**src/rtl/traffic_scheduler.sv**
```systemverilog
// rtl/traffic_scheduler.sv - shared frame divider, game phase sequencer and per-lane step strobes
//
// Ports:
//    i_Clk        system clock
//    i_Reset      synchronous active-high reset
//    i_start      pulse: leave IDLE and load a new game (level back to 0)
//    i_pause      pulse: toggle RUN <-> PAUSED
//    i_level_up   pulse: bump level (saturating) and reload the lanes
//    i_game_over  pulse: back to IDLE, level kept for the score display
//    o_lane_step  per-lane one-cycle strobe: move that lane's cars one column
//    o_load       one-cycle strobe: cars return to their start positions
//    o_level      current level
//    o_running    high while in RUN
module traffic_scheduler #(
   parameter int unsigned TICK_DIV     = 1250000,
   parameter int unsigned NUM_LANES    = 4,
   parameter logic [31:0] LANE_PERIODS = 32'h0000_6548,
   parameter int unsigned MAX_LEVEL    = 7
) (
   input  logic                 i_Clk,
   input  logic                 i_Reset,
   input  logic                 i_start,
   input  logic                 i_pause,
   input  logic                 i_level_up,
   input  logic                 i_game_over,
   output logic [NUM_LANES-1:0] o_lane_step,
   output logic                 o_load,
   output logic [2:0]           o_level,
   output logic                 o_running
);

   typedef enum logic [1:0] {
      ST_IDLE   = 2'd0,
      ST_LOAD   = 2'd1,
      ST_RUN    = 2'd2,
      ST_PAUSED = 2'd3
   } state_t;

   localparam logic [23:0] FRAME_LAST = 24'(TICK_DIV - 1);
   localparam logic [2:0]  LEVEL_MAX  = 3'(MAX_LEVEL);

   state_t                      state_q, state_d;
   logic [23:0]                 frame_q, frame_d;
   logic [NUM_LANES-1:0][3:0]   lane_q, lane_d;
   logic [2:0]                  level_q, level_d;
   logic [NUM_LANES-1:0]        step_q, step_d;
   logic                        load_q, load_d;
   logic                        running_q, running_d;
   logic                        clear_cnt;
   logic                        count_en;

   // Effective period max(1, p - lvl) in 5-bit arithmetic; the compare
   // guards the subtraction so it never wraps.
   function automatic logic [4:0] eff_period(input logic [3:0] p, input logic [2:0] lvl);
      logic [4:0] diff;
      diff = {1'b0, p} - {2'b00, lvl};
      if ({1'b0, p} > {2'b00, lvl}) begin
         return diff;
      end
      return 5'd1;
   endfunction

   always_comb begin
      state_d   = state_q;
      frame_d   = frame_q;
      lane_d    = lane_q;
      level_d   = level_q;
      step_d    = '0;
      clear_cnt = 1'b0;
      count_en  = 1'b0;

      if (i_game_over) begin
         state_d   = ST_IDLE;
         clear_cnt = 1'b1;
      end else if (i_level_up && (state_q == ST_RUN || state_q == ST_PAUSED)) begin
         if (level_q < LEVEL_MAX) begin
            level_d = level_q + 3'd1;
         end
         state_d   = ST_LOAD;
         // Counters restart, which also drops any coinciding frame event.
         clear_cnt = 1'b1;
      end else begin
         unique case (state_q)
            ST_IDLE: begin
               clear_cnt = 1'b1;
               if (i_start) begin
                  state_d = ST_LOAD;
                  level_d = 3'd0;
               end
            end
            ST_LOAD: begin
               clear_cnt = 1'b1;
               state_d   = ST_RUN;
            end
            ST_RUN: begin
               // The cycle carrying the pause pulse still counts; freezing
               // starts once the state register reads PAUSED.
               count_en = 1'b1;
               if (i_pause) begin
                  state_d = ST_PAUSED;
               end
            end
            ST_PAUSED: begin
               if (i_pause) begin
                  state_d = ST_RUN;
               end
            end
         endcase
      end

      if (clear_cnt) begin
         frame_d = '0;
         lane_d  = '0;
      end else if (count_en) begin
         if (frame_q == FRAME_LAST) begin
            frame_d = '0;
            for (int i = 0; i < int'(NUM_LANES); i++) begin
               // A zero base period disables the lane entirely.
               if (LANE_PERIODS[4*i +: 4] != 4'd0) begin
                  if ({1'b0, lane_q[i]} >= eff_period(LANE_PERIODS[4*i +: 4], level_q) - 5'd1) begin
                     lane_d[i] = 4'd0;
                     step_d[i] = 1'b1;
                  end else begin
                     lane_d[i] = lane_q[i] + 4'd1;
                  end
               end
            end
         end else begin
            frame_d = frame_q + 24'd1;
         end
      end

      // Outputs are registered copies of the next state, so o_load is high
      // exactly while the state register reads LOAD.
      load_d    = (state_d == ST_LOAD);
      running_d = (state_d == ST_RUN);
   end

   always_ff @(posedge i_Clk) begin
      if (i_Reset) begin
         state_q   <= ST_IDLE;
         frame_q   <= '0;
         lane_q    <= '0;
         level_q   <= 3'd0;
         step_q    <= '0;
         load_q    <= 1'b0;
         running_q <= 1'b0;
      end else begin
         state_q   <= state_d;
         frame_q   <= frame_d;
         lane_q    <= lane_d;
         level_q   <= level_d;
         step_q    <= step_d;
         load_q    <= load_d;
         running_q <= running_d;
      end
   end

   assign o_lane_step = step_q;
   assign o_load      = load_q;
   assign o_level     = level_q;
   assign o_running   = running_q;

endmodule

```
**config.mk**
```make
export PLATFORM = sky130hd
export DESIGN_NAME = traffic_scheduler
export DESIGN_NICKNAME = d
export VERILOG_FILES = /design/src/rtl/traffic_scheduler.sv
export SDC_FILE = /design/constraint.sdc
export NUM_CORES = 1
export LEC_CHECK = 0
export CORE_MARGIN = 8
export CORE_UTILIZATION = 30
export DETAILED_ROUTE_END_ITERATION = 7
export PLACE_DENSITY = 0.56
export SYNTH_ARGS = -nofsm -noshare
export SYNTH_HDL_FRONTEND = slang
export SYNTH_SLANG_ARGS = --single-unit
```
**constraint.sdc**
```tcl
create_clock -name i_Clk -period 8.5 [get_ports i_Clk]
set_clock_uncertainty 0.15 [all_clocks]
set_input_delay 0.85 -clock i_Clk [delete_from_list [all_inputs] [get_ports i_Clk]]
set_output_delay 0.85 -clock i_Clk [all_outputs]
set_load 0.01 [all_outputs]
```
# After elaboration in Yosys (flattened, before gate mapping)
# Cells that the tools add are included.
# classes
eq_ne	7
reduce_logical	10
bitwise	3
mux	59
magnitude_cmp	8
add_sub_neg	14
# ops
operator	count
2-to-1 mux 5 bit	19
2-to-1 mux 1 bit	25
adder 24 x 1 -> 24 bit, second input constant	1
== test 24 x 21 -> 1 bit, second input constant	1
2-to-1 mux 24 bit	1
>= comparator 4 x 5 -> 1 bit	4
subtractor 5 x 1 -> 5 bit, second input constant	4
adder 4 x 1 -> 4 bit, second input constant	4
2-to-1 mux 4 bit	4
2-to-1 mux 3 bit	4
subtractor 3 x 3 -> 4 bit, first input constant	3
2-to-1 mux 2 bit	5
greater-than comparator 3 bit, first input constant	3
one-hot mux 2 bit (4 select lines)	1
== test 2 bit, second input constant	3
subtractor 4 x 3 -> 5 bit, first input constant	1
== test 2 x 1 -> 1 bit, second input constant	2
AND reduction 4 bit	1
nonzero test 2 bit	2
OR reduction 2 bit	2
OR reduction 4 bit	1
adder 3 x 1 -> 3 bit, second input constant	1
< comparator 3 bit, second input constant	1
inverter 1 bit	3
5 further kinds	5
# totals
inputBits	6
word_cells	111
reg_bits	51

# Depth between registers and ports, before layout
# Gate-level depths: netlist of the first run.
# depth
depth_word	14
ltp_mapped	12
ltp_nobuf	11

# Worst setup path before layout of the first run
# OpenSTA, ideal clock, no wires.
# synth_path
path_type	register -> register
from	reg level_q[1] (netlist: o_level[1])
to	reg lane_q[4] (netlist bit)
path_stages_with_launch	13
t_required_ps	8262
synth_period_minus_slack_ps	2981
path_buffers	1
setup_ps	88
t_arrival_ps	2744
path_slack_ps	5519
path_cell_list	dfxtp_1 -> clkbuf_1 -> inv_1 -> ha_1 -> inv_1 -> o21ai_0 -> xor2_1 -> ha_1 -> o21ai_0 -> a21oi_1 -> o32ai_1 -> nand2_1 -> o31ai_1
# synth_via
elab_chain_cells	12
elab_cells_between_ends	14
# synth_lines
element	line	source
start: declaration	45	logic [2:0] level_q, level_d;
start signal: assignment	152	level_q <= level_d;
greater-than comparator 3 bit	57	if ({1'b0, p} > {2'b00, lvl}) begin
2-to-1 mux 1 bit	57	
2-to-1 mux 1 bit	115	if (frame_q == FRAME_LAST) begin
2-to-1 mux 1 bit	114	end else if (count_en) begin
2-to-1 mux 1 bit	111	if (clear_cnt) begin
2-to-1 mux 5 bit (*)	60	return 5'd1;
2-to-1 mux 5 bit (*)	115	
2-to-1 mux 5 bit (*)	114	
2-to-1 mux 5 bit (*)	111	
subtractor 5 x 1 -> 5 bit (*)	120	if ({1'b0, lane_q[i]} >= eff_period(LANE_PERIODS[4*i +: 4], level_q) - 5'd1) begin
>= comparator 4 x 5 -> 1 bit (*)	120	
2-to-1 mux 4 bit (*)	120	
end signal: assignment	151	lane_q <= lane_d;
end: declaration	44	logic [NUM_LANES-1:0][3:0] lane_q, lane_d;
# Mark *: on every way between the ends. The rest lies on a longest branch, timed or not. The select of a mux whose other input is x is not followed.
# A chain may end at the register's enable or synchronous reset.

# Final worst setup path of the first run
# layout_path
from	reg level_q[0] (netlist: o_level[0])
to	reg lane_q[4] (netlist bit)
# The elaborated chain is that of the path after synthesis.

==> results of run 1 <==
-- cell type report --
| cell class | instances | area share [%] |
|---|---|---|
| sequential | 51 | 30.86 |
| multi-input combinational | 270 | 55.29 |
| clock buffer | 6 | 2.496 |
| tap | 133 | 5.030 |
| inverter | 14 | 1.589 |
| clock inverter | 1 | 0.2648 |
| timing repair buffer | 15 | 4.463 |
-- per-layer routing --
| layer | vias up | global-route usage (%) |
|---|---|---|
| met5 | - | 0 |
| met4 | 0 | 3.065 |
| met3 | 5 | 1.980 |
| met2 | 28 | 17.17 |
| met1 | 1158 | 12.45 |
| li1 | 1261 | - |
-- worst min-delay path by stage --
stage                       endpoint  depth (start not counted)       start  slack, ns
after global placement    lane_q[11]                          2  lane_q[11]       0.32
after CTS                 lane_q[11]                          2  lane_q[11]       0.34
final                     lane_q[11]                          2  lane_q[11]       0.34
after floorplan           lane_q[11]                          2  lane_q[11]       0.30
after global routing       lane_q[5]                          2   lane_q[5]       0.37
after detailed placement  lane_q[11]                          2  lane_q[11]       0.33
-- layout by cell type (no fill, tap or decap), drive strengths merged, types with 2 or more instances in the layout --
master and n:
dfxtp 51, nor2 42, ha 28, nand2 28
nand3 26, xor2 19, a21oi 15, inv 15
clkdlybuf4s50 14, o21ai 10, nand4 10, nor4 9
xnor2 8, and3 8, nor3 8, clkbuf 6
and2 4, nand3b 4, or3 4, a32oi 4
nor2b 3, a31oi 3, o31ai 3, nand2b 3
nor4b 3, nor3b 2, o211ai 2, or2 2
or4 2, o22ai 2, nand4b 2, and4 2
mux2i 2, or4b 2
-- cells by family (layout without fill, tap and decap cells) --
kind of cell | after synthesis | in the layout | synth area share [%]
AOI/OAI and AO/OA | 47 | 47 | 10.08
xor gates and xnor gates | 27 | 27 | 7.971
adders and majority gates | 28 | 28 | 11.81
buffers and inverters | 27 | 36 | 4.133
DFF | 51 | 51 | 34.42
muxes | 2 | 2 | 0.6748
other | 1 | 1 | 0.1264
and+or+nand+nor | 165 | 165 | 30.79
-- flip-flops by register name, indices dropped and copies added (netlist names) --
register     cells
frame_q         24
lane_q          16
o_load           1
o_level          3
state_q          2
o_lane_step      4
o_running        1
-- worst max-delay path, stage by stage (launching register included) --
cell     delay, ns
dfxtp_1       0.49
inv_1         0.21
ha_1          0.43
inv_1         0.05
o21ai_0       0.30
xor2_1        0.18
ha_1          0.24
o21ai_0       0.16
a21oi_1       0.06
o32ai_1       0.67
nand2_1       0.19
o31ai_1       0.24
-- power by group through the flow --
| stage | Clock, mW | Sequential [mW] | Combinational (mW) |
|---|---|---|---|
| after global routing | 0.164 | 0.241 | 0.0130 |
| after global placement | 0 | 0.246 | 0.0117 |
| after floorplan | 0 | 0.245 | 0.00763 |
| final | 0.148 | 0.240 | 0.0117 |
| after CTS | 0.154 | 0.240 | 0.0119 |
| after detailed placement | 0 | 0.246 | 0.0118 |
-- stage by stage --
step / instance area, um2 / cells
floorplan: 2967 / 348
global placement: 3217 / 483
detailed placement: 3217 / 483
CTS: 3308 / 490
global route: 3308 / 490
finish: 3308 / 490
==> flow_summary.yaml, run 1 <==
timing:
  hold_viol_final: 0
  rsz0062_at_grt: "no"
  fin_setup_tns_ns: 0
  maxSlewViolCount: 0
  fin_crit_sh_pct: 40.60
  fin_ws_ns: 5.049
  whs_ns: 0.3364
  period_needed_ns: 3.451
  relSlewSlack_pct: 38.03
  tightest_slew_ns: 0.9210
  finalSetupViolations: 0
  timing.fmax_mhz: 289.8
yosys:
  syn_inst: 348
  yosys-top-cells-count: "dfxtp_1 (51), nor2_1 (42), ha_1 (28)"
  syn_area_per_cell_um2: 8.525
  synth_top_area_share_pct: 34.42
  synth_largest_area_cell: "dfxtp_1"
  yosys_warnings: 0
  ys_ff_latch: 51
  seq_area_frac_synth_pct: 34.42
  synth.distinct_cells: 54
  synth_most_common_cell: "dfxtp_1"
  synth.net_count: 382
  ys.flop_type: "dfxtp_1"
  ys_top_cells_by_area: "dfxtp_1 (34%), ha_1 (12%), xor2_1 (5.6%), nor2_1 (5.3%), nand3_1 (4.2%)"
  netlist_area_mm2: 0.002967
  synthArstFlopShare_pct: 0
  synth_edf_count: 0
routing:
  drcViolationCount: 0
  dr.pass1.iters: 4
  top_layer_used: "met4"
  drt_iter0_drc: 110
  routedWlPerCell_um: 12.84
  routed_wl_um: 6292
  routed-via-count: 2452
  drt-vias-per-instance: 5.004
  dr_wl_met2_um: 3055
  met1Wirelength_um: 2984
  postRouteAntennaNets: 0
  wl_met3_um: 191
cts:
  cts.sinks: 51
  clk_latency_ns: 0.30
  ctsResizeCount: 0
  post_cts_buffers: 0
  cts_max_level: 2
  clockBufferDepth: 2
  cts_tree: "done"
  clock-root-buffer: "clkbuf_8"
  ctsHoldBuffers: 0
  cts.clk_slew.worst_paths_ns: 0.09
  cts_inserted_buffers: 5
power:
  switchingPower_uw: 88.67
  peakVddDrop_v: 0.00006419
  swShare_pct: 22.19
  pwr-share-clk_pct: 36.9
  p_leak_nw: 1.126
  power_density_mw_per_mm2: 120.8
  power_frac_seq_pct: 60.2
  p_total_uw: 399.6
  intPower_uw: 310.9
  p_comb_share_pct: 2.9
die:
  io_pins: 15
  die_area_mm2: 0.01333
  die_w_um: 115.4
  rows: 36
  start_util_pct: 30.63
  die_h_um: 115.4
  core_area_mm2: 0.009684
placement:
  globalplace.congestion: 0.7941
  portBuffers: 14
  dp_slack_ns: 4.805
  dp_hpwl_um: 4689
setup_path:
  crit_type: "flop to flop"
  reg2reg_depth: 11
  crit_required_ns: 8.56
  crit_end: "lane_q[4]"
  cp-end-kind: "flop"
  crit_path_start_kind: "flop"
  r2r-start: "o_level[0]"
  cp-startpoint: "o_level[0]"
  ff2ff_setup_slack_ns: 5.05
  reg2reg_to: "lane_q[4]"
  cp_max_fo: 8
  arrival_ns: 3.51
finish:
  nets: 391
  nFillCells: 1029
  antenna_cells: 0
  drive_gt1_share_pct: 5.322
  seq_area_mm2: 0.001021
  area_growth_pct: 11.51
  multi_input_area_mm2: 0.001829
  final_util_pct: 34.16
global_route:
  grt_pass1_vias: 2354
  grt_max_degree: 24
  grt_pass1_wl_um: 11170
  grt.total_usage_pct: 10.06
  globalRouteOverflowTotal: 0
  antenna_found_initial: 0
flow_run:
  drv_cap: 0
hold_path:
  holdCritPathClass: "flop to flop"
status:
  status: "complete, no violations"
Note: power is estimated with default switching activity, not from simulation.
==> run 2: changes to the inputs <==
Clock period 8.5 ns to 3.5 ns, I/O delays scaled along.
==> run 2 against run 1 <==
Utilization grew 0.66 points. Die area is the same. Critical path type unchanged. Sequential share of layout area shrank 0.58 points. Sequential power grew 140%. Critical endpoint unchanged. Clock power grew 150%. Maximum frequency grew 12%.
==> flow_summary.yaml, run 2 (synthesized netlist as in run 1, its figures left out) <==
routing:
  routedWlPerCell_um: 12.90
  drt-vias-per-instance: 4.916
  routed_wl_um: 6436
  drcViolationCount: 0
  routed-via-count: 2453
  drt_iter0_drc: 60
  dr.pass1.iters: 4
  postRouteAntennaNets: 0
cts:
  clk_latency_ns: 0.31
  cts_inserted_buffers: 5
  cts_tree: "done"
  clock-root-buffer: "clkbuf_8"
  cts.clk_slew.worst_paths_ns: 0.09
  post_cts_buffers: 0
  clockBufferDepth: 2
  cts_max_level: 2
  ctsResizeCount: 0
  cts.sinks: 51
  ctsHoldBuffers: 0
finish:
  drive_gt1_share_pct: 7.377
  nets: 399
  seq_area_mm2: 0.001021
  regMostFlops: "frame_q"
  area_growth_pct: 13.66
  antenna_cells: 0
  final_cells: 499
  nFillCells: 1008
  largest_reg_flops: 24
  layout_commonest_cell: "dfxtp_1"
  multi_input_area_mm2: 0.001829
  final_cell_mix: "dfxtp_1 (51), nor2_1 (42), ha_1 (28), nand2_1 (27), nand3_1 (25)"
setup_path:
  slowest_delay_ns: 0.48
  cp-end-kind: "flop"
  crit_path_start_kind: "flop"
  cp_cell_sequence: "inv_1 -> ha_1 -> inv_1 -> o21ai_0 -> xor2_1 -> ha_1 -> o21ai_0 -> a21oi_1 -> o32ai_1 -> buf_4 -> nand2_1 -> o31ai_1"
  crit_required_ns: 3.57
  cp_max_fo: 8
  crit_type: "flop to flop"
  reg2reg_depth: 12
  arrival_ns: 3.14
  critPathSlowestCell: "dfxtp_1"
hold_path:
  holdPathStages: 2
  holdCritPathClass: "flop to flop"
power:
  p_leak_nw: 1.166
  peakVddDrop_v: 0.0001588
  power_density_mw_per_mm2: 291.8
global_route:
  globalRouteOverflowTotal: 0
  antenna_found_initial: 0
  grt_pass1_vias: 2454
  grt_pass1_wl_um: 11070
  grt_max_degree: 24
  grt.total_usage_pct: 10.16
timing:
  maxSlewViolCount: 0
  tightest_slew_ns: 0.9765
  hold_viol_final: 0
  timing.fmax_mhz: 325.1
  fin_crit_sh_pct: 87.89
  whs_ns: 0.3394
  rsz0062_at_grt: "no"
  fin_setup_tns_ns: 0
  finalSetupViolations: 0
  period_needed_ns: 3.076
  relSlewSlack_pct: 34.30
die:
  core_area_mm2: 0.009684
  io_pins: 15
  die_area_mm2: 0.01333
  die_w_um: 115.4
  rows: 36
  die_h_um: 115.4
  start_util_pct: 30.63
placement:
  dp.cells: 491
  portBuffers: 14
  globalplace.congestion: 0.7898
  dp_hpwl_um: 4748
flow_run:
  drv_cap: 0
status:
  status: "complete, no violations"
run 2: cell count changes in the layout (fill, tap and decap cells not counted):
| cell | before | now |
|---|---|---|
| buf_4 | 1 | 9 |
| clkbuf_1 | 0 | 1 |
| clkinv_4 | 0 | 1 |
| inv_6 | 1 | 0 |
run 2: critical path: cells and delay by family (launching register included):
family / cells / cell delay, ns
fa+ha+maj: 2 / 0.65
simple gates: 1 / 0.08
buf+inv: 3 / 0.43
flops: 1 / 0.48
compound gates: 5 / 1.01
xor+xnor: 1 / 0.19
run 2: layer usage:
| layer | track usage [%] | share of wire [%] | vias to the layer above |
|---|---|---|---|
| li1 | - | - | 1276 |
| met4 | 4.116 | 2.1 | 0 |
| met1 | 11.97 | 47 | 1132 |
| met3 | 1.824 | 2.8 | 11 |
| met2 | 17.79 | 48 | 34 |
| met5 | 0 | 0 | - |
run 2: area by class of cell:
class / count / area share (%)
Clock buffer: 7 / 2.560
Tap cell: 133 / 4.935
Clock inverter: 1 / 0.2597
Inverter: 14 / 1.558
Timing Repair Buffer: 23 / 6.160
Multi-Input combinational cell: 270 / 54.25
Sequential cell: 51 / 30.28
run 2: metrics by stage:
stage	instance area, um2	utilization [%]	total power, mW	worst slack [ns]
after floorplan	2967	-	0.6146	0.5186
after global placement	3277	33.84	0.6280	0.4510
after detailed placement	3277	33.84	0.6283	0.4099
after CTS	3372	34.82	1.000	0.4409
after global routing	3372	34.82	1.024	0.1490
final	3372	34.82	0.9840	0.4239
run 2: path summary, 6_finish.rpt:
| kind | startpoint | to | slack, ns |
|---|---|---|---|
| worst max-delay path | o_level[0] | lane_q[4] | 0.42 |
| worst min-delay path | lane_q[11] | lane_q[11] | 0.34 |
| worst max register to register | o_level[0] | lane_q[4] | 0.42 |
| worst min register to register | lane_q[11] | lane_q[11] | 0.34 |
run 2: power breakdown:
group	internal (mW)	switching [mW]	total [mW]
clock	0.163	0.207	0.369
combinational	0.0156	0.0150	0.0306
sequential	0.582	0.00257	0.584
total	0.760	0.224	0.984
==> run 3: changes to the inputs <==
Settings changed: CAP_MARGIN set to 20, CORE_UTILIZATION 30 to 45, PLACE_DENSITY 0.56 to 0.73.
==> run 3 against run 2 <==
Final area fell by 3.2%. Setup slack got worse by 0.036 ns. First-iteration DRC count is 25% higher. Critical path depth is the same. Critical path type unchanged. Count of clock-buffer cells in the layout is the same. Non-clock buffer count down 3.
==> flow_summary.yaml, run 3 (synthesized netlist as in run 1, its figures left out) <==
global_route:
  groute.layer.met1.usage_pct: 15.32
  grt_pass1_wl_um: 10360
  use_met3_pct: 2.916
  busiest_layer: "met2"
  globalRouteOverflowTotal: 0
  grt_pass1_vias: 2339
  grt_max_degree: 24
  grt.total_usage_pct: 12.91
  antenna_found_initial: 0
  use_met2_pct: 21.93
timing:
  relSlewSlack_pct: 43.86
  fin_setup_tns_ns: 0
  whs_ns: 0.3450
  maxSlewViolCount: 0
  timing.fmax_mhz: 321.4
  finalSetupViolations: 0
  rsz0062_at_grt: "no"
  fin_crit_sh_pct: 88.90
  period_needed_ns: 3.112
  tightest_slew_ns: 0.8343
  hold_viol_final: 0
finish:
  post-route-cell-area_mm2: 0.003266
  nFillCells: 608
  nets: 396
  final_cells: 440
  largest_reg_flops: 24
  layout_commonest_cell: "dfxtp_1"
  seq_area_mm2: 0.001021
  multi_input_area_mm2: 0.001829
  regMostFlops: "frame_q"
  area_growth_pct: 10.08
  final_cell_mix: "dfxtp_1 (51), nor2_1 (42), ha_1 (28), nand2_1 (27), nand3_1 (25)"
  antenna_cells: 0
  drive_gt1_share_pct: 6.336
routing:
  drt-vias-per-instance: 5.595
  drt_iter0_drc: 75
  drcViolationCount: 0
  routedWlPerCell_um: 13.84
  routed_wl_um: 6088
  dr.pass1.iters: 4
  postRouteAntennaNets: 0
  routed-via-count: 2462
power:
  power_density_mw_per_mm2: 291.0
  peakVddDrop_v: 0.0002104
  p_total_uw: 950.3
  p_leak_nw: 1.146
cts:
  cts.clk_slew.worst_paths_ns: 0.09
  cts_inserted_buffers: 5
  clockBufferDepth: 2
  post_cts_buffers: 0
  cts_max_level: 2
  clk_latency_ns: 0.31
  ctsResizeCount: 0
  clock-root-buffer: "clkbuf_8"
  cts.sinks: 51
  ctsHoldBuffers: 0
  cts_tree: "done"
setup_path:
  cp_max_fo: 8
  arrival_ns: 3.18
  cp-end-kind: "flop"
  r2r-start: "o_level[0]"
  crit_path_start_kind: "flop"
  cp-startpoint: "o_level[0]"
  crit_required_ns: 3.57
  crit_type: "flop to flop"
die:
  core_area_mm2: 0.006350
  die_w_um: 97.20
  rows: 29
  die_h_um: 97.20
  die_area_mm2: 0.009447
  start_util_pct: 46.72
  io_pins: 15
placement:
  dp.cells: 432
  portBuffers: 14
  dp_hpwl_um: 4492
  dpl_cell_area_mm2: 0.003184
  globalplace.congestion: 0.7963
hold_path:
  holdCritPathClass: "flop to flop"
  hold_start: "lane_q[11]"
flow_run:
  drv_cap: 0
status:
  status: "complete, no violations"
==> run 3: cell types whose count changed in the layout (fill, tap and decap cells not counted) <==
cell | before | now
buf_4 | 9 | 6
clkinv_4 | 1 | 0
clkbuf_1 | 1 | 2
clkbuf_8 | 6 | 5
clkinv_2 | 0 | 1
==> run 3: report_power, final <==
| group | total (mW) | internal [mW] | switching (mW) |
|---|---|---|---|
| logic | 0.0296 | 0.0148 | 0.0148 |
| clock network | 0.337 | 0.141 | 0.196 |
| registers | 0.584 | 0.581 | 0.00239 |
==> run 3: per-stage QoR <==
stage | utilization, % | setup slack (ns)
after floorplan | - | 0.5186
after global placement | 50.15 | 0.4214
after detailed placement | 50.15 | 0.4099
after CTS | 51.43 | 0.3761
after global routing | 51.43 | 0.02041
final | 51.43 | 0.3884
==> run 3: area by class of cell <==
type,instances,share of cell area (%)
multi-input cells,270,56.02
flip-flops and latches,51,31.26
repair buffers,20,5.671
well taps,77,2.950
clock buffers,7,2.337
inverters,14,1.609
clock inverters,1,0.1533
==> run 3: path summary, 6_finish.rpt <==
check | to | slack (ns) | cells after the start
worst min-delay path | lane_q[11] | 0.35 | 2
worst min register to register | lane_q[11] | 0.35 | 2
worst max register to register | lane_q[4] | 0.39 | 12
worst max-delay path | lane_q[4] | 0.39 | 12
==> run 3: critical path, cell delays in order, from the launching register on <==
cell     delay [ns]
dfxtp_1        0.51
inv_1          0.21
ha_1           0.42
inv_1          0.06
o21ai_0        0.30
xor2_1         0.18
ha_1           0.24
o21ai_0        0.14
a21oi_1        0.06
o32ai_1        0.29
buf_4          0.20
nand2_1        0.09
o31ai_1        0.19
==> run 3: metal layers <==
metal	share of wire, %	vias to the layer above
met2	49	22
met3	2.4	7
met1	47	1164
li1	-	1269
met5	0	-
met4	1.3	0
